[src/rtl/fft_fp_pkg.sv]
// Shared IEEE-754 single-precision field definitions for the FFT datapath.
package fft_fp_pkg;

    localparam int EXP_MSB = 30;
    localparam int EXP_LSB = 23;
    localparam int MAN_MSB = 22;
    localparam logic [7:0] EXP_MAX = 8'hFF;

    typedef struct packed {
        logic                     sign;
        logic [EXP_MSB-EXP_LSB:0] exp;
        logic [MAN_MSB:0]         man;
    } fp32_t;

endpackage

[src/rtl/half_neg_core.sv]
// Combinational x*(-1/2) on fp32 with zero/Inf/NaN handling.
// HALF_NEG_DENORM_EN selects gradual underflow instead of flush-to-zero.
module half_neg_core
    import fft_fp_pkg::*;
(
    input  logic [31:0] operand,
    output logic [31:0] result
);

    fp32_t op_f;
    fp32_t res_f;

    assign op_f = fp32_t'(operand);

    always_comb begin
        res_f      = '0;
        res_f.sign = ~op_f.sign;
        if (op_f.exp == EXP_MAX) begin
            // Inf stays Inf and NaN keeps its payload.
            res_f.exp = EXP_MAX;
            res_f.man = op_f.man;
        end else if (op_f.exp > 8'd1) begin
            res_f.exp = op_f.exp - 8'd1;
            res_f.man = op_f.man;
        end else begin
`ifdef HALF_NEG_DENORM_EN
            // Hidden bit (set only for e=1) shifts into the mantissa; the LSB is truncated.
            res_f.exp = 8'h00;
            res_f.man = {op_f.exp[0], op_f.man[MAN_MSB:1]};
`else
            res_f.exp = 8'h00;
            res_f.man = '0;
`endif
        end
    end

    assign result = res_f;

endmodule

[src/rtl/half_neg_arb.sv]
// Round-robin shared scale-by-(-1/2) unit with a 2-entry tagged result FIFO.
// Build option: HALF_NEG_DENORM_EN (handled inside half_neg_core).
module half_neg_arb
    import fft_fp_pkg::*;
#(
    parameter int NREQ = 3,
    parameter int IDW  = 2
) (
    input  logic                 clk,
    input  logic                 rst_n,
    input  logic [NREQ-1:0]      req_valid,
    input  logic [32*NREQ-1:0]   req_data,
    output logic [NREQ-1:0]      req_ready,
    output logic                 out_valid,
    output logic [31:0]          out_data,
    output logic [IDW-1:0]       out_id,
    input  logic                 out_ready
);

    localparam int DEPTH = 2;

    generate
        if (NREQ < 2 || NREQ > 8 || (1 << IDW) < NREQ) begin : g_bad_param
            $error("half_neg_arb: NREQ must be 2..8 and fit in IDW bits");
        end
    endgenerate

    logic [IDW-1:0]  ptr;
    logic [NREQ-1:0] grant_p0;
    logic [IDW-1:0]  gnt_idx_p0;
    logic            gnt_any_p0;
    logic [31:0]     opnd_p0;
    logic [31:0]     res_p0;
    logic            accept_p0;
    logic            pop;
    logic            fifo_full;
    logic [1:0]      count;
    logic            wr_ptr;
    logic            rd_ptr;
    logic [31:0]     fifo_data [DEPTH];
    logic [IDW-1:0]  fifo_id   [DEPTH];

    // Stage p0: round-robin grant, operand select and scaling
    always_comb begin
        grant_p0   = '0;
        gnt_idx_p0 = '0;
        gnt_any_p0 = 1'b0;
        // First pass covers ptr..NREQ-1, second pass wraps to 0..ptr-1.
        for (int i = 0; i < NREQ; i++) begin
            if (!gnt_any_p0 && req_valid[i] && (IDW'(i) >= ptr)) begin
                gnt_any_p0  = 1'b1;
                grant_p0[i] = 1'b1;
                gnt_idx_p0  = IDW'(i);
            end
        end
        for (int i = 0; i < NREQ; i++) begin
            if (!gnt_any_p0 && req_valid[i] && (IDW'(i) < ptr)) begin
                gnt_any_p0  = 1'b1;
                grant_p0[i] = 1'b1;
                gnt_idx_p0  = IDW'(i);
            end
        end
    end

    always_comb begin
        opnd_p0 = '0;
        for (int i = 0; i < NREQ; i++) begin
            if (grant_p0[i]) begin
                opnd_p0 = req_data[32*i +: 32];
            end
        end
    end

    half_neg_core u_core (
        .operand (opnd_p0),
        .result  (res_p0)
    );

    assign fifo_full = (count == 2'd2);
    assign req_ready = (rst_n && !fifo_full) ? grant_p0 : '0;
    assign accept_p0 = |req_ready;

    // Stage p1: result FIFO, head drives the outputs
    assign out_valid = (count != 2'd0);
    assign out_data  = fifo_data[rd_ptr];
    assign out_id    = fifo_id[rd_ptr];
    assign pop       = out_valid && out_ready;

    always_ff @(posedge clk or negedge rst_n) begin
        if (!rst_n) begin
            ptr    <= '0;
            count  <= 2'd0;
            wr_ptr <= 1'b0;
            rd_ptr <= 1'b0;
            for (int i = 0; i < DEPTH; i++) begin
                fifo_data[i] <= '0;
                fifo_id[i]   <= '0;
            end
        end else begin
            if (accept_p0) begin
                ptr               <= (gnt_idx_p0 == IDW'(NREQ - 1)) ? '0 : gnt_idx_p0 + IDW'(1);
                fifo_data[wr_ptr] <= res_p0;
                fifo_id[wr_ptr]   <= gnt_idx_p0;
                wr_ptr            <= ~wr_ptr;
            end
            if (pop) begin
                rd_ptr <= ~rd_ptr;
            end
            case ({accept_p0, pop})
                2'b10:   count <= count + 2'd1;
                2'b01:   count <= count - 2'd1;
                default: count <= count;
            endcase
        end
    end

endmodule

[config.mk]
export PLATFORM = sky130hd
export DESIGN_NAME = half_neg_arb
export DESIGN_NICKNAME = d
export VERILOG_FILES = /design/src/rtl/fft_fp_pkg.sv /design/src/rtl/half_neg_core.sv /design/src/rtl/half_neg_arb.sv
export SDC_FILE = /design/constraint.sdc
export NUM_CORES = 1
export LEC_CHECK = 0
export CORE_MARGIN = 2
export CORE_UTILIZATION = 35
export CTS_BUF_LIST = sky130_fd_sc_hd__clkbuf_4 sky130_fd_sc_hd__clkbuf_8
export DETAILED_ROUTE_END_ITERATION = 16
export PLACE_DENSITY = 0.73
export SLEW_MARGIN = 20
export SYNTH_ARGS = -nofsm -noshare
export SYNTH_HDL_FRONTEND = slang
export SYNTH_SLANG_ARGS = --single-unit
[constraint.sdc]
create_clock -name clk -period 2.8 [get_ports clk]
set_input_delay 0.28 -clock clk [delete_from_list [all_inputs] [get_ports clk]]
set_output_delay 0.28 -clock clk [all_outputs]
set_load 0.005 [all_outputs]
Word-level counts from Yosys, hierarchy flattened
Index checks and enable logic that the tools add are counted.
W data, S select, Z words.
- logic and storage cells: 90
- flip-flop bits (word level): 74
- output and inout bits: 38
- bitwise operators: 5
- eq/ne operators: 5
- multiplexer cells: 35
- add/subtract/negate cells: 4
- reduce and logical (&&, ||, !) cells: 23
- magnitude comparators: 10
- operators with widths (cell ; number):
    $mux W32 ; 7
    $bwmux W64 ; 1
    $mux W31 ; 2
    $demux W32 S1 ; 1
    $mux W2 ; 9
    $logic_and A1 B1 Y1 ; 14
    $mux W1 ; 11
    $eq A8 B8 Y1 const B ; 1
    $gt A8 B1 Y1 const B ; 1
    $sub A8 B1 Y8 const B ; 1
    $eq A2 B2 Y1 const B ; 3
    $logic_not A1 Y1 ; 6
    $add A2 B1 Y2 const B ; 2
    $bwmux W4 ; 1
    $ge A1 B2 Y1 const A ; 2
    $ge A2 B2 Y1 const B ; 2
    $lt A1 B2 Y1 const A ; 2
    $not A1 Y2 ; 2
    $pmux W2 S2 ; 1
    $reduce_bool A2 Y1 ; 2
    $mux W3 ; 1
    $not A1 Y1 ; 3
    $reduce_or A3 Y1 ; 1
    $demux W2 S1 ; 1
    5 further kinds ; 5

Logic depth before layout (Yosys ltp)
- depth in word-level cells: 28
- mapped depth: 12
- depth with buffers taken out: 10

Hierarchy
From an unflattened synthesis, not the netlist that was laid out.
- cell total of the unflattened synthesis: 360
- area total of the unflattened synthesis: 4722.0 sq um
- by module, submodules not included (module ; seq. area each (sq um) ; area each (sq um) ; times used ; cells each):
    half_neg_arb ; 1851.8 ; 4305.4 ; 1 ; 296
    half_neg_core ; 0.0 ; 416.6 ; 1 ; 64

Worst setup path before layout
Ideal clock, no wire load.
- kind: reg2reg
- start point: register ptr[1]
- end point: register fifo_data[40] in the netlist's numbering
- data arrival time: 2667 ps
- setup slack: 56 ps
- stages on the path, launching flop included: 13
- clock period less this slack: 2744 ps
- library setup time: 76 ps
- cell sequence: dfrtp_1 nor3b_2 o31a_4 buf_2 a32oi_1 and2_1 ha_1 a41oi_1 o211ai_1 nor4b_2 buf_2 or2_2 o21ai_1
- cells in the longest elaborated chain, start to end: 28
- elaborated cells between the ends (all ways): 42
- classes of those cells: order compare: 7; eq/ne: 1; mux: 17; reduce/logical: 17
- RTL lines (element ; RTL line ; RTL):
    start, declared ; half_neg_arb.sv:28 ; logic [IDW-1:0] ptr;
    start signal, assigned ; half_neg_arb.sv:101 ; ptr <= (gnt_idx_p0 == IDW'(NREQ - 1)) ? '0 : gnt_idx_p0 + IDW'(1);
    $ge A1 B2 Y1 ; half_neg_arb.sv:50 ; if (!gnt_any_p0 && req_valid[i] && (IDW'(i) >= ptr)) begin
    $logic_and A1 B1 Y1 ; half_neg_arb.sv:50 ;
    $mux W1 ; half_neg_arb.sv:50 ;
    $logic_not A1 Y1 ; half_neg_arb.sv:50 ;
    $logic_and A1 B1 Y1 (2 in a row) ; half_neg_arb.sv:50 ;
    $mux W1 ; half_neg_arb.sv:50 ;
    $logic_not A1 Y1 ; half_neg_arb.sv:50 ;
    $logic_and A1 B1 Y1 (2 in a row) ; half_neg_arb.sv:50 ;
    (+9 left out) ; - ;
    $logic_not A1 Y1 ; half_neg_arb.sv:57 ; if (!gnt_any_p0 && req_valid[i] && (IDW'(i) < ptr)) begin
    $logic_and A1 B1 Y1 (2 in a row) ; half_neg_arb.sv:57 ;
    $mux W1 ; half_neg_arb.sv:57 ;
    $mux W32 ; half_neg_arb.sv:68 ; if (grant_p0[i]) begin
    $gt A8 B1 Y1 ; half_neg_core.sv:22 ; end else if (op_f.exp > 8'd1) begin
    $mux W31 ; half_neg_core.sv:22 ;
    $mux W31 ; half_neg_core.sv:18 ; if (op_f.exp == EXP_MAX) begin
    $bwmux W64 ; half_neg_arb.sv:102 ; fifo_data[wr_ptr] <= res_p0;
    end signal, assigned by index ; half_neg_arb.sv:102 ;
    end, declared ; half_neg_arb.sv:40 ; logic [31:0] fifo_data [DEPTH];
Parallel ways exist; a longest one is shown, timed or not.
A chain may end at the register's enable or synchronous reset.

Worst setup path in the final report
- start point: register ptr[1]
- end point: register fifo_data[15] in the netlist's numbering
The elaborated chain is that of the path after synthesis.

==> impl_metrics.json <==
{
  "outcome": "completed",
  "critPathBufInv": 3,
  "drt-initial-drc-count": 178,
  "drc": 0,
  "cp_max_fo": 13,
  "pwr-share-comb_pct": 53.8,
  "ios": 140,
  "clkTransAtPathRegs_ns": 0.08,
  "synth_seq_area_share_pct": 45.0,
  "total_leakage_power_nw": 2.71,
  "post_drt_wl_per_cell_um": 16.0,
  "slowest_delay_ns": 0.45,
  "grt_start_max_net_pins": 71,
  "drt-pass1-iter-count": 7,
  "row_count": 39,
  "grt_util_met2_pct": 31.3,
  "antenna_found_initial": 0,
  "fmax_mhz": 372,
  "cts_buffer_depth": 2,
  "num_vias": 3837,
  "crit_arrival_ns": 2.95,
  "ys_warn_count": 0,
  "grt_pass1_vias": 3943,
  "hold_violations": 0,
  "grt_setup_unrepaired": "yes",
  "tns_ns": 0,
  "pwr-share-seq_pct": 29.9,
  "critPathKind": "flop to flop",
  "synth_ff_type": "dfrtp_1",
  "syn-mean-instance-area_um2": 9.79,
  "synth_nets": 524,
  "fin_util_pct": 55.2,
  "drt_wl_total_mm": 11.8,
  "synth_cell_type_count": 46,
  "grt_pass1_wl_mm": 19.0,
  "maxCapViolations": 0,
  "track_usage_pct": 18.5,
  "synth-edff-count": 0,
  "final_cell_count_no_fill": 737,
  "total_power_mw": 6.17,
  "pwr_density_cell_mw_per_mm2": 979,
  "drive_gt1_share_pct": 22.6,
  "crit_path_top_delay_cell": "dfrtp_2",
  "finalMaxSlewViolations": 0,
  "fin_crit_ns": 2.69,
  "crit_chain": "buf_4, nand3b_1, o211a_4, a221oi_4, or2_1, ha_2, a41oi_2, o211ai_1, nor4b_4, buf_6, buf_12, or2_4, o21ai_1",
  "ir_drop_mv": 0.571,
  "yosysTopAreaCell": "dfrtp_1",
  "die_y_um": 112,
  "synthesis.area_mm2": 0.00411,
  "area_delta_synth_final_pct": 53.3,
  "internal-power_mw": 4.01,
  "tightest_slew_ns": 0.875,
  "fill_cells": 1012,
  "cp.required_ns": 3.06,
  "vias_per_cell": 5.21,
  "grt-ovfl-total": 0,
  "post-place-cells": 714,
  "dieArea_mm2": 0.0126,
  "net-switching-power_mw": 2.17,
  "syn-instance-count": 420,
  "finalClockSkew_ns": 0.00630,
  "setup_viol": 0,
  "clkSinkCount": 74,
  "finalCritPeriodShare_pct": 96.1,
  "swShare_pct": 35.1,
  "numCtsBuffers": 9,
  "cts_tree": "yes",
  "dpl.hpwl_mm": 8.71,
  "insertion_delay_ns": 0.34,
  "ant_nets": 0,
  "met1_usage_pct": 24.4,
  "top_usage_layer": "met2",
  "yosys.area.top_type_share_pct": 45.0,
  "ctsHtreeMaxLevel": 3,
  "antenna_cells": 0,
  "synth_seq_cells": 74,
  "gp_congestion": 0.867,
  "min-delay-path-class": "primary input to async pin",
  "ys_top_cells_by_area": "dfrtp_1 (45%), mux2_2 (9.3%), o21ai_1 (7.5%), nand2_1 (6.5%), a222oi_1 (5.6%)",
  "fp.dieW_um": 112,
  "root_buffer": "clkbuf_8",
  "core_area_mm2": 0.0114,
  "grt_use_met3_pct": 2.92,
  "initial_core_util_pct": 36.0,
  "clkPwrFrac_pct": 16.2,
  "synth-async-reset-ratio_pct": 100,
  "nets": 693,
  "port_buffers": 139,
  "slew-limit-headroom_pct": 41.6,
  "crit_family": "simple AND/OR/NAND/NOR gates",
  "startpoint_type": "flop",
  "cp-end-kind": "flop"
}
[sequential cells by signal, summed over array words and instances (netlist names)]
| signal | cells |
|---|---|
| fifo_data | 64 |
| rd_ptr | 1 |
| ptr | 2 |
| fifo_id | 4 |
| count | 2 |
| wr_ptr | 1 |
[layer usage]
layer,part of all wire [%],up-vias
met5,0,-
met4,1.5,0
met3,4.5,15
met2,49,116
met1,45,1834
li1,-,1872
[metrics by stage]
stage / instance area, µm² / worst slack, ns / hold WS [ns]
global route: 6300 / -0.0403 / 0.300
detailed placement: 5920 / -0.395 / 0.0980
floorplan: 4110 / 0.0562 / -0.0156
finish: 6300 / 0.109 / 0.296
global placement: 5920 / -0.322 / 0.101
CTS: 6170 / 0.00929 / 0.276
[power by group through the flow]
| stage | clock (mW) | combinational (mW) | sequential, mW |
|---|---|---|---|
| 2_1_floorplan | 0 | 1.83 | 1.72 |
| 3_3_place_gp | 0 | 3.15 | 1.82 |
| 3_5_place_dp | 0 | 3.21 | 1.86 |
| 4_1_cts | 1.03 | 3.24 | 1.84 |
| 5_1_grt | 1.07 | 3.65 | 1.90 |
| 6_report | 1.00 | 3.32 | 1.85 |
[path summary, 6_finish.rpt]
check / from / end / slack, ns / depth (start not counted)
min in group clk: fifo_data[26] / fifo_data[26] / 0.48 / 2
hold / removal: rst_n / count[1] / 0.30 / 2
setup / recovery: ptr[1] / fifo_data[15] / 0.11 / 13
setup reg to reg: ptr[1] / fifo_data[15] / 0.11 / 13
max in group asynchronous: rst_n / rd_ptr / 1.42 / 3
hold reg to reg: fifo_data[26] / fifo_data[26] / 0.48 / 2
[cell type report]
| cell class | count | area, µm² | share of cell area [%] |
|---|---|---|---|
| multi-input combinational | 313 | 2190 | 34.7 |
| sequential | 74 | 1860 | 29.4 |
| timing repair buffer | 189 | 1840 | 29.1 |
| tap | 143 | 179 | 2.84 |
| clock buffer | 9 | 124 | 1.96 |
| clock inverter | 7 | 116 | 1.85 |
| inverter | 2 | 7.51 | 0.119 |
[placed cells by master, fill, tap and decap left out, drive strengths merged, types with 3 or more instances in the layout]
cell           synthesis  layout
clkdlybuf4s50          0     136
dfrtp                 74      74
nand2                 71      71
o21ai                 64      64
buf                   22      50
mux2                  34      34
or2                   30      30
a222oi                23      23
nor2                  20      20
clkbuf                 9       9
and3                   7       7
a221oi                 6       6
xnor2                  5       5
xor2                   5       5
nand2b                 5       5
and2                   4       4
o211ai                 3       3
nor3                   3       3
a21oi                  3       3
bufinv                 0       3
inv                    2       3
o31ai                  3       3
[synthesized netlist by cell type, drive strengths merged, types with 2 or more instances]
cell type   n
a32oi       2
xor2        5
mux2i       2
nor2b       2
and2        4
a22o        2
o21ai      64
o22ai       2
nor3        3
mux2       34
o31ai       3
a21oi       3
nand3b      2
clkbuf      9
o211ai      3
inv         2
buf        22
nor2       20
nor4b       2
nand2b      5
ha          2
dfrtp      74
a222oi     23
or2        30
a221oi      6
nand2      71
xnor2       5
and3        7
[repair_timing]
action	CTS	global route
pin swaps	0	11
setup buffers	0	6
resized for setup	1	25
endpoints found under the hold margin	4	0
setup endpoints to repair	23	53
hold buffers	1	0
[logic make-up (layout without fill, tap and decap cells)]
group                    after synthesis  count (layout)  share of synthesized area [%]
AO/OA/AOI/OAI                        116             116                           20.9
XOR/XNOR                              10              10                           2.13
adder cells (fa/ha/maj)                2               2                          0.609
buffers and inverters                 33             207                           3.77
flip-flops                            74              74                           45.0
multiplexers                          36              36                           9.80
AND/OR/NAND/NOR                      149             149                           17.8
Power figures use the tool's default switching activity.
